$ cat config.mk
export PLATFORM = sky130hd
export DESIGN_NAME = retire_store_buffer
export DESIGN_NICKNAME = d
export VERILOG_FILES = /design/src/rtl/retire_store_buffer.sv
export SDC_FILE = /design/constraint.sdc
export NUM_CORES = 2
export LEC_CHECK = 0
export CAP_MARGIN = 40
export CORE_MARGIN = 4
export CORE_UTILIZATION = 40
export CTS_CLUSTER_SIZE = 40
export DETAILED_ROUTE_END_ITERATION = 8
export GPL_TIMING_DRIVEN = 0
export PLACE_DENSITY = 0.56
export SYNTH_ARGS = -nofsm -noshare
export SYNTH_HDL_FRONTEND = slang
export SYNTH_SLANG_ARGS = --single-unit
$ cat constraint.sdc
create_clock -name clock -period 10.2 [get_ports clock]
set_input_delay 1.53 -clock clock [delete_from_list [all_inputs] [get_ports clock]]
set_output_delay 1.53 -clock clock [all_outputs]
set_load 0.01 [all_outputs]
$ cat src/rtl/retire_store_buffer.sv
// Post-retire store FIFO: up to WAYS stores in per cycle, one drained per accepted Dmem cycle; STORE_FWD_EN enables load forwarding.
// Enqueued entries are visible to memory one cycle later; loads (load_busy) and a zero response both hold the head store.
module retire_store_buffer #(
    parameter int WAYS  = 3,
    parameter int DEPTH = 8,
    parameter int XLEN  = 32
) (
    input  logic                     clock,
    input  logic                     reset,
    input  logic [WAYS-1:0]          st_valid,
    input  logic [WAYS*XLEN-1:0]     st_addr,
    input  logic [WAYS*XLEN-1:0]     st_data,
    input  logic [WAYS*2-1:0]        st_size,
    output logic [$clog2(DEPTH):0]   free_slots,
    input  logic                     load_busy,
    input  logic [3:0]               Dmem2proc_response,
    output logic [1:0]               proc2Dmem_command,
    output logic [XLEN-1:0]          proc2Dmem_addr,
    output logic [XLEN-1:0]          proc2Dmem_data,
    output logic [1:0]               proc2Dmem_size,
    input  logic                     halt_req,
    output logic                     drained,
    output logic                     overflow,
    input  logic [XLEN-1:0]          ld_addr,
    output logic                     ld_fwd_hit,
    output logic [XLEN-1:0]          ld_fwd_data,
    output logic                     ld_fwd_conflict
);
    localparam int PW = $clog2(DEPTH);
    localparam int CW = PW + 1;
    localparam logic [1:0] BUS_NONE  = 2'h0;
    localparam logic [1:0] BUS_STORE = 2'h2;
    localparam logic [1:0] SZ_WORD   = 2'h2;

    typedef enum logic [1:0] {IDLE, DRAIN, STALL} state_t;

    state_t          state, state_next, bus_state;
    logic [PW-1:0]   head, tail;
    logic [CW-1:0]   count, count_next, space, n_written;
    logic            pop, ovf_now, halt_lat;
    logic [WAYS-1:0] wr_en;
    logic [PW-1:0]   wr_slot [WAYS];

    logic [XLEN-1:0] mem_addr [DEPTH];
    logic [XLEN-1:0] mem_data [DEPTH];
    logic [1:0]      mem_size [DEPTH];

    // The registered state only knows whether entries exist; the bus is yielded
    // combinationally so a load this cycle never collides with a store.
    always_comb begin
        bus_state         = IDLE;
        proc2Dmem_command = BUS_NONE;
        if (state != IDLE) begin
            if (load_busy) begin
                bus_state = STALL;
            end else begin
                bus_state         = DRAIN;
                proc2Dmem_command = BUS_STORE;
            end
        end
    end

    assign proc2Dmem_addr = mem_addr[head];
    assign proc2Dmem_data = mem_data[head];
    assign proc2Dmem_size = mem_size[head];
    assign free_slots     = CW'(DEPTH) - count;

    // Valid lanes are packed densely from tail; lanes beyond the room left are dropped.
    always_comb begin
        logic [CW-1:0] k;
        pop     = (bus_state == DRAIN) && (Dmem2proc_response != 4'h0);
        space   = CW'(DEPTH) - count + CW'(pop);
        ovf_now = 1'b0;
        k       = '0;
        for (int i = 0; i < WAYS; i++) begin
            wr_en[i]   = 1'b0;
            wr_slot[i] = tail + k[PW-1:0];
            if (st_valid[i]) begin
                if (k < space) begin
                    wr_en[i] = 1'b1;
                    k        = k + CW'(1);
                end else begin
                    ovf_now = 1'b1;
                end
            end
        end
        n_written  = k;
        count_next = count + n_written - CW'(pop);
    end

    always_comb begin
        state_next = IDLE;
        if (count_next != '0) begin
            state_next = load_busy ? STALL : DRAIN;
        end
    end

    always_ff @(posedge clock) begin
        if (reset) begin
            head     <= '0;
            tail     <= '0;
            count    <= '0;
            state    <= IDLE;
            halt_lat <= 1'b0;
            drained  <= 1'b0;
            overflow <= 1'b0;
        end else begin
            if (pop) begin
                head <= head + PW'(1);
            end
            tail     <= tail + n_written[PW-1:0];
            count    <= count_next;
            state    <= state_next;
            halt_lat <= halt_lat | halt_req;
            drained  <= (halt_lat | halt_req) && (count_next == '0);
            if (ovf_now) begin
                overflow <= 1'b1;
            end
        end
    end

    always_ff @(posedge clock) begin
        for (int i = 0; i < WAYS; i++) begin
            if (wr_en[i]) begin
                mem_addr[wr_slot[i]] <= st_addr[i*XLEN +: XLEN];
                mem_data[wr_slot[i]] <= st_data[i*XLEN +: XLEN];
                mem_size[wr_slot[i]] <= st_size[i*2 +: 2];
            end
        end
    end

    // Walk oldest to youngest so the last match found is the youngest store.
    logic            fwd_match;
`ifdef STORE_FWD_EN
    logic            fwd_word;
    logic [XLEN-1:0] fwd_dat;
`endif
    always_comb begin
        logic [PW-1:0] slot;
        fwd_match = 1'b0;
`ifdef STORE_FWD_EN
        fwd_word  = 1'b0;
        fwd_dat   = '0;
`endif
        for (int o = 0; o < DEPTH; o++) begin
            slot = head + PW'(o);
            if ((CW'(o) < count) && (mem_addr[slot][XLEN-1:2] == ld_addr[XLEN-1:2])) begin
                fwd_match = 1'b1;
`ifdef STORE_FWD_EN
                fwd_word  = (mem_size[slot] == SZ_WORD);
                fwd_dat   = mem_data[slot];
`endif
            end
        end
    end

`ifdef STORE_FWD_EN
    assign ld_fwd_hit      = fwd_match & fwd_word;
    assign ld_fwd_data     = ld_fwd_hit ? fwd_dat : '0;
    assign ld_fwd_conflict = fwd_match & ~fwd_word;
`else
    assign ld_fwd_hit      = 1'b0;
    assign ld_fwd_data     = '0;
    assign ld_fwd_conflict = fwd_match;
`endif

    logic unused_ld_lsb;
    assign unused_ld_lsb = ^ld_addr[1:0];

endmodule
==> After elaboration in Yosys (flattened, before gate mapping) <==
Memory sizes are Yosys's and may differ from the RTL's. A register that Yosys moved wholly into a read port is not among the register bits.
Cells that the tools add are included.
{ "totals": {"reg_bits": 15, "ramBits": 528, "in_bits": 241, "out_inout_bits": 108, "word_cells": 105, "n_memories": 3} }
{ "mem_list": {"columns": ["name", "depth", "word_bits", "rd", "rd_clocked_by_memory_dff", "write_ports", "line_no", "source"], "rows": [
  ["mem_addr", 8, 32, 8, 1, 3, "44", "logic [XLEN-1:0] mem_addr [DEPTH];"],
  ["mem_data", 8, 32, 1, 1, 3, "45", "logic [XLEN-1:0] mem_data [DEPTH];"],
  ["mem_size", 8, 2, 1, 1, 3, "46", "logic [1:0] mem_size [DEPTH];"]
]} }
{ "op_classes": {"addsub": 16, "magnitude_cmp": 11, "eq_ne": 9, "muxes": 42, "bitwise_logic": 2, "reduce_logical": 15} }
{ "op_table": {"columns": ["op", "count"], "rows": [
  ["$eq 30x30->1", 8],
  ["$mux 1", 28],
  ["$mux 3", 6],
  ["$lt 3x4->1 const A", 4],
  ["$mux 4", 4],
  ["$add 3x3->3 const B", 4],
  ["$lt 1x4->1 const A", 3],
  ["$logic_and 1x1->1", 10],
  ["$add 3x3->3", 3],
  ["$add 4x1->4 const B", 2],
  ["$lt 2x4->1 const A", 2],
  ["$lt 4x4->1", 2],
  ["$mux 2", 4],
  ["$reduce_bool 4->1", 2],
  ["$add 3x2->3 const B", 2],
  ["$add 4x1->4", 1],
  ["$add 4x4->4", 1],
  ["$logic_not 4->1", 1],
  ["$sub 4x1->4", 1],
  ["$sub 4x4->4 const A", 1],
  ["$add 3x1->3 const B", 1],
  ["$eq 2x1->1 const B", 1],
  ["$reduce_bool 2->1", 1],
  ["$reduce_or 2->1", 1],
  ["2 further kinds", 2]
]} }

==> Longest topological paths before layout <==
{ "logic_depth": {"ltp_word": 19, "depth_mapped": 24, "depth_no_buf": 24} }

==> Worst setup path after synthesis <==
OpenSTA, ideal clock, no wires.
{ "synth_path": {"kind": "input port to flip-flop", "from": "in Dmem2proc_response[1]", "to": "mem mem_addr[4][0], enable pin", "setup_ps": 868, "arrival_time_ps": 6919, "t_required_ps": 9332, "slack_ps": 2414, "cell_stages": 22, "path_buffers": 2, "cell_sequence": "nor4_1 > nor3_1 > ha_1 > ha_1 > or2_1 > a2bb2oi_2 > or2_1 > o21ai_0 > inv_1 > ha_1 > nand2_1 > o21a_1 > inv_1 > ha_1 > inv_1 > fa_1 > xor2_1 > nor2_1 > nand2_1 > clkbuf_1 > buf_1 > nand3_1"} }
{ "synth_rtl": {"columns": ["item", "line_no", "source"], "rows": [
  ["start: declaration", "16", "input logic [3:0] Dmem2proc_response,"],
  ["end: declaration", "44", null]
]} }

==> Final worst setup path <==
{ "layout_path": {"from": "reg head[0]", "to": "out ld_fwd_conflict"} }
{ "layout_between": {"elab_chain_len": 11, "word_cells_on_any_way": 29, "classes_between": "add/sub: 7; eq/ne: 7; mux: 7; reduce/logical: 7; memory: 1"} }
{ "layout_lines": {"columns": ["item", "line_no", "source"], "rows": [
  ["start: declaration", "38", "logic [PW-1:0] head, tail;"],
  ["start signal: assignment", "109", "head <= head + PW'(1);"],
  ["$add 3x1->3", "146", "slot = head + PW'(o);"],
  ["$mem_v2 8x32 (*)", null, null],
  ["$eq 30x30->1", "147", "if ((CW'(o) < count) && (mem_addr[slot][XLEN-1:2] == ld_addr[XLEN-1:2])) begin"],
  ["$logic_and 1x1->1", "147", null],
  ["$mux 1 (6 in a row)", "147", null],
  ["$mux 1 (*)", "147", null],
  ["end: declaration", "27", "output logic ld_fwd_conflict"]
]} }
Every way passes the cells marked *; elsewhere a longest branch is shown, timed or not.

==> results.json <==
{
  "hold_ws_ns": 0.4692,
  "die_area_um2": 124500,
  "status": "finished, violations left",
  "fin_cells": 6080,
  "power.total_w": 0.01879,
  "worstPathRequired_ns": 8.67,
  "hp-class": "reg -> reg",
  "end_kind": "primary output",
  "initialDrtViolationCount": 7121,
  "rsz0062_at_grt": "false",
  "post-route-period-util_pct": 103.9,
  "clock_latency_ns": 0.66,
  "reg2regPathDepth": 22,
  "skew_ns": 0.04254,
  "yosys_most_used_dff": "edfxtp_1",
  "route.detailed.wl_per_inst_um": 42.84,
  "finalMaxSlewViolations": 0,
  "p_clk_share_pct": 12.6,
  "grt_start_max_net_pins": 41,
  "worstHoldEndpoint": "halt_lat$_SDFF_PP0_",
  "cts-root-buf": "clkbuf_16",
  "antenna_found_initial": 26,
  "h-tree-depth": 3,
  "drc": 0,
  "fp-row-count": 126,
  "grt_pass1_wl_mm": 348.9,
  "final_area_um2": 53860,
  "die_h_um": 352.9,
  "async_flop_share_pct": 0,
  "fin_nets": 4739,
  "cts_resized": 0,
  "reg2reg_from": "count[1]$_SDFF_PP0_",
  "critPathLaunchType": "flop",
  "die_w_um": 352.9,
  "clk_pin_slew_ns": 0.06,
  "period_minus_slack_ns": 10.60,
  "num_vias": 42150,
  "final_common_cell": "mux2i_1",
  "avgSynthCellArea_um2": 11.33,
  "place_inst": 5936,
  "place.gp.congestion": 1.084,
  "synth-seq-cells": 546,
  "drive_gt1_share_pct": 22.84,
  "violations": "setup timing",
  "cts.sinks": 546,
  "power.share.sequential_pct": 25.9,
  "timing.rr.end": "mem_addr[4][9]$_DFFE_PP_",
  "p_comb_share_pct": 61.5,
  "syn2layout_area_growth_pct": 13.20,
  "cts_buffer_depth": 3,
  "syn_area_um2": 47580,
  "core_um2": 118100,
  "power.leakage_nw": 18.02,
  "drt-pass1-iter-count": 6,
  "grt_overflow": 0,
  "p_int_w": 0.009620,
  "crit_type": "reg -> out",
  "yosysWarningCount": 0,
  "tightest_slew_ns": 1.073,
  "syn_inst": 4201,
  "ant_nets": 0,
  "routed_wl_mm": 260.5,
  "start_util_pct": 40.30,
  "switching_power_w": 0.009166,
  "arrival_ns": 9.07,
  "synth.distinct_cells": 76,
  "hpwl_mm": 194.6,
  "min_from": "halt_lat$_SDFF_PP0_",
  "synth_edf_count": 528,
  "drv_cap": 0,
  "final_util_pct": 45.61,
  "timing.final.ws_setup_ns": -0.3983,
  "irDropWorstVdd_mv": 0.2445,
  "yosysSeqAreaShare_pct": 34.08,
  "cts_setup_buffers": 0,
  "fillers": 10950,
  "critPathMaxFanout": 10,
  "portBuffers": 94,
  "final_cell_mix": "657 x mux2i_1, 586 x nor2_1, 548 x a21oi_1",
  "dpl-instance-area_um2": 51670,
  "numCtsBuffers": 69,
  "grt_pass1_vias": 39620,
  "cts_hold_buffers": 0,
  "max_freq_mhz": 94.35,
  "critPathLaunch": "head[0]$_SDFFE_PP0N_",
  "cts_tree": "done",
  "whs_path_depth": 2,
  "slew_headroom_pct": 27.79,
  "drt-vias-per-instance": 6.933,
  "finalSetupViolCount": 1,
  "swShare_pct": 48.79,
  "ios": 349,
  "rrSetupSlack_ns": 2.65,
  "hold_viol": 0,
  "power.density_nw_per_um2": 348.8,
  "track_usage_pct": 40.52
}
worst max path at each step:
stage                                           to  slack [ns]
after global placement    mem_addr[4][2]$_DFFE_PP_       -3.21
after CTS                          ld_fwd_conflict        0.08
after detailed placement           ld_fwd_conflict        0.76
final                              ld_fwd_conflict       -0.40
after global routing               ld_fwd_conflict        0.02
after floorplan           mem_addr[4][0]$_DFFE_PP_        2.41
metal layers:
| metal | track usage [%] | routed length, µm |
|---|---|---|
| met1 | 51.22 | 95010 |
| met2 | 60.42 | 112300 |
| met3 | 13.71 | 33280 |
| met4 | 23.73 | 19410 |
| met5 | 0.7692 | 460 |
worst max-delay path: stages, from the launching register on:
cell and delay [ns]:
dfxtp_1 0.32, buf_6 0.18, buf_6 0.21, inv_1 0.11
buf_2 0.43, buf_2 0.68, buf_1 0.51, buf_8 0.24
ha_1 0.15, buf_4 0.21, buf_4 0.33, buf_6 0.31
buf_4 0.34, buf_2 0.58, mux4_2 0.41, xnor2_1 0.53
nand4_1 0.37, o41ai_1 0.18, nand3_1 0.24, nor4_1 0.95
nor3_1 0.23, o21ai_1 0.21, clkdlybuf4s50_1 0.60
cell type report:
| type | count | area, µm² | share of cell area [%] |
|---|---|---|---|
| Clock inverter | 37 | 305.3 | 0.5668 |
| Buffer | 589 | 2919 | 5.420 |
| Timing Repair Buffer | 171 | 1988 | 3.691 |
| Clock buffer | 85 | 1808 | 3.357 |
| Tap cell | 1536 | 1922 | 3.568 |
| Antenna cell | 17 | 42.54 | 0.07898 |
| Sequential cell | 546 | 16220 | 30.11 |
| Inverter | 46 | 172.7 | 0.3206 |
| Multi-Input combinational cell | 3053 | 28490 | 52.89 |
cells by family after synthesis:
logic type               synth area share (%)
other                                0.007881
adder cells (fa/ha/maj)                0.6258
flip-flops                              34.08
XOR/XNOR                                5.517
buffers and inverters                   6.498
multiplexers                            38.01
AND/OR/NAND/NOR                         7.581
AO/OA/AOI/OAI                           7.684
through the flow:
step	setup TNS, ns	worst slack (ns)
4_1_cts	0	0.07781
3_5_place_dp	0	0.7602
5_1_grt	0	0.01856
2_1_floorplan	0	2.414
6_report	-0.3983	-0.3983
3_3_place_gp	-980.25	-3.208
cells in the mapped netlist (all sizes together), types with 24 or more instances:
cell / instances / area (µm²)
nor4: 28 / 175.2
clkbuf: 331 / 1330
xor2: 67 / 586.8
buf: 258 / 1589
a21oi: 548 / 2743
mux2: 76 / 855.8
edfxtp: 528 / 15860
nand3: 24 / 125.1
nor2: 586 / 2200
nor3: 31 / 170.2
mux4: 473 / 10650
nand2: 45 / 168.9
nand4: 36 / 225.2
inv: 41 / 153.9
xnor2: 230 / 2014
mux2i: 657 / 6576
flip-flops by register name, indices dropped and copies added (netlist names), 2 cells and up, named ones only:
register and cells:
mem_addr 256, mem_data 256, mem_size 16, count 4, head 3, tail 3
state 2
power groups by stage:
stage / sequential, W / clock, W / combinational (W)
floorplan: 0.00435 / 0 / 0.00656
global placement: 0.00499 / 0 / 0.0108
detailed placement: 0.00480 / 0 / 0.0111
CTS: 0.00476 / 0.00238 / 0.0112
global route: 0.00486 / 0.00247 / 0.0117
finish: 0.00486 / 0.00237 / 0.0116
Power figures use the tool's default switching activity.
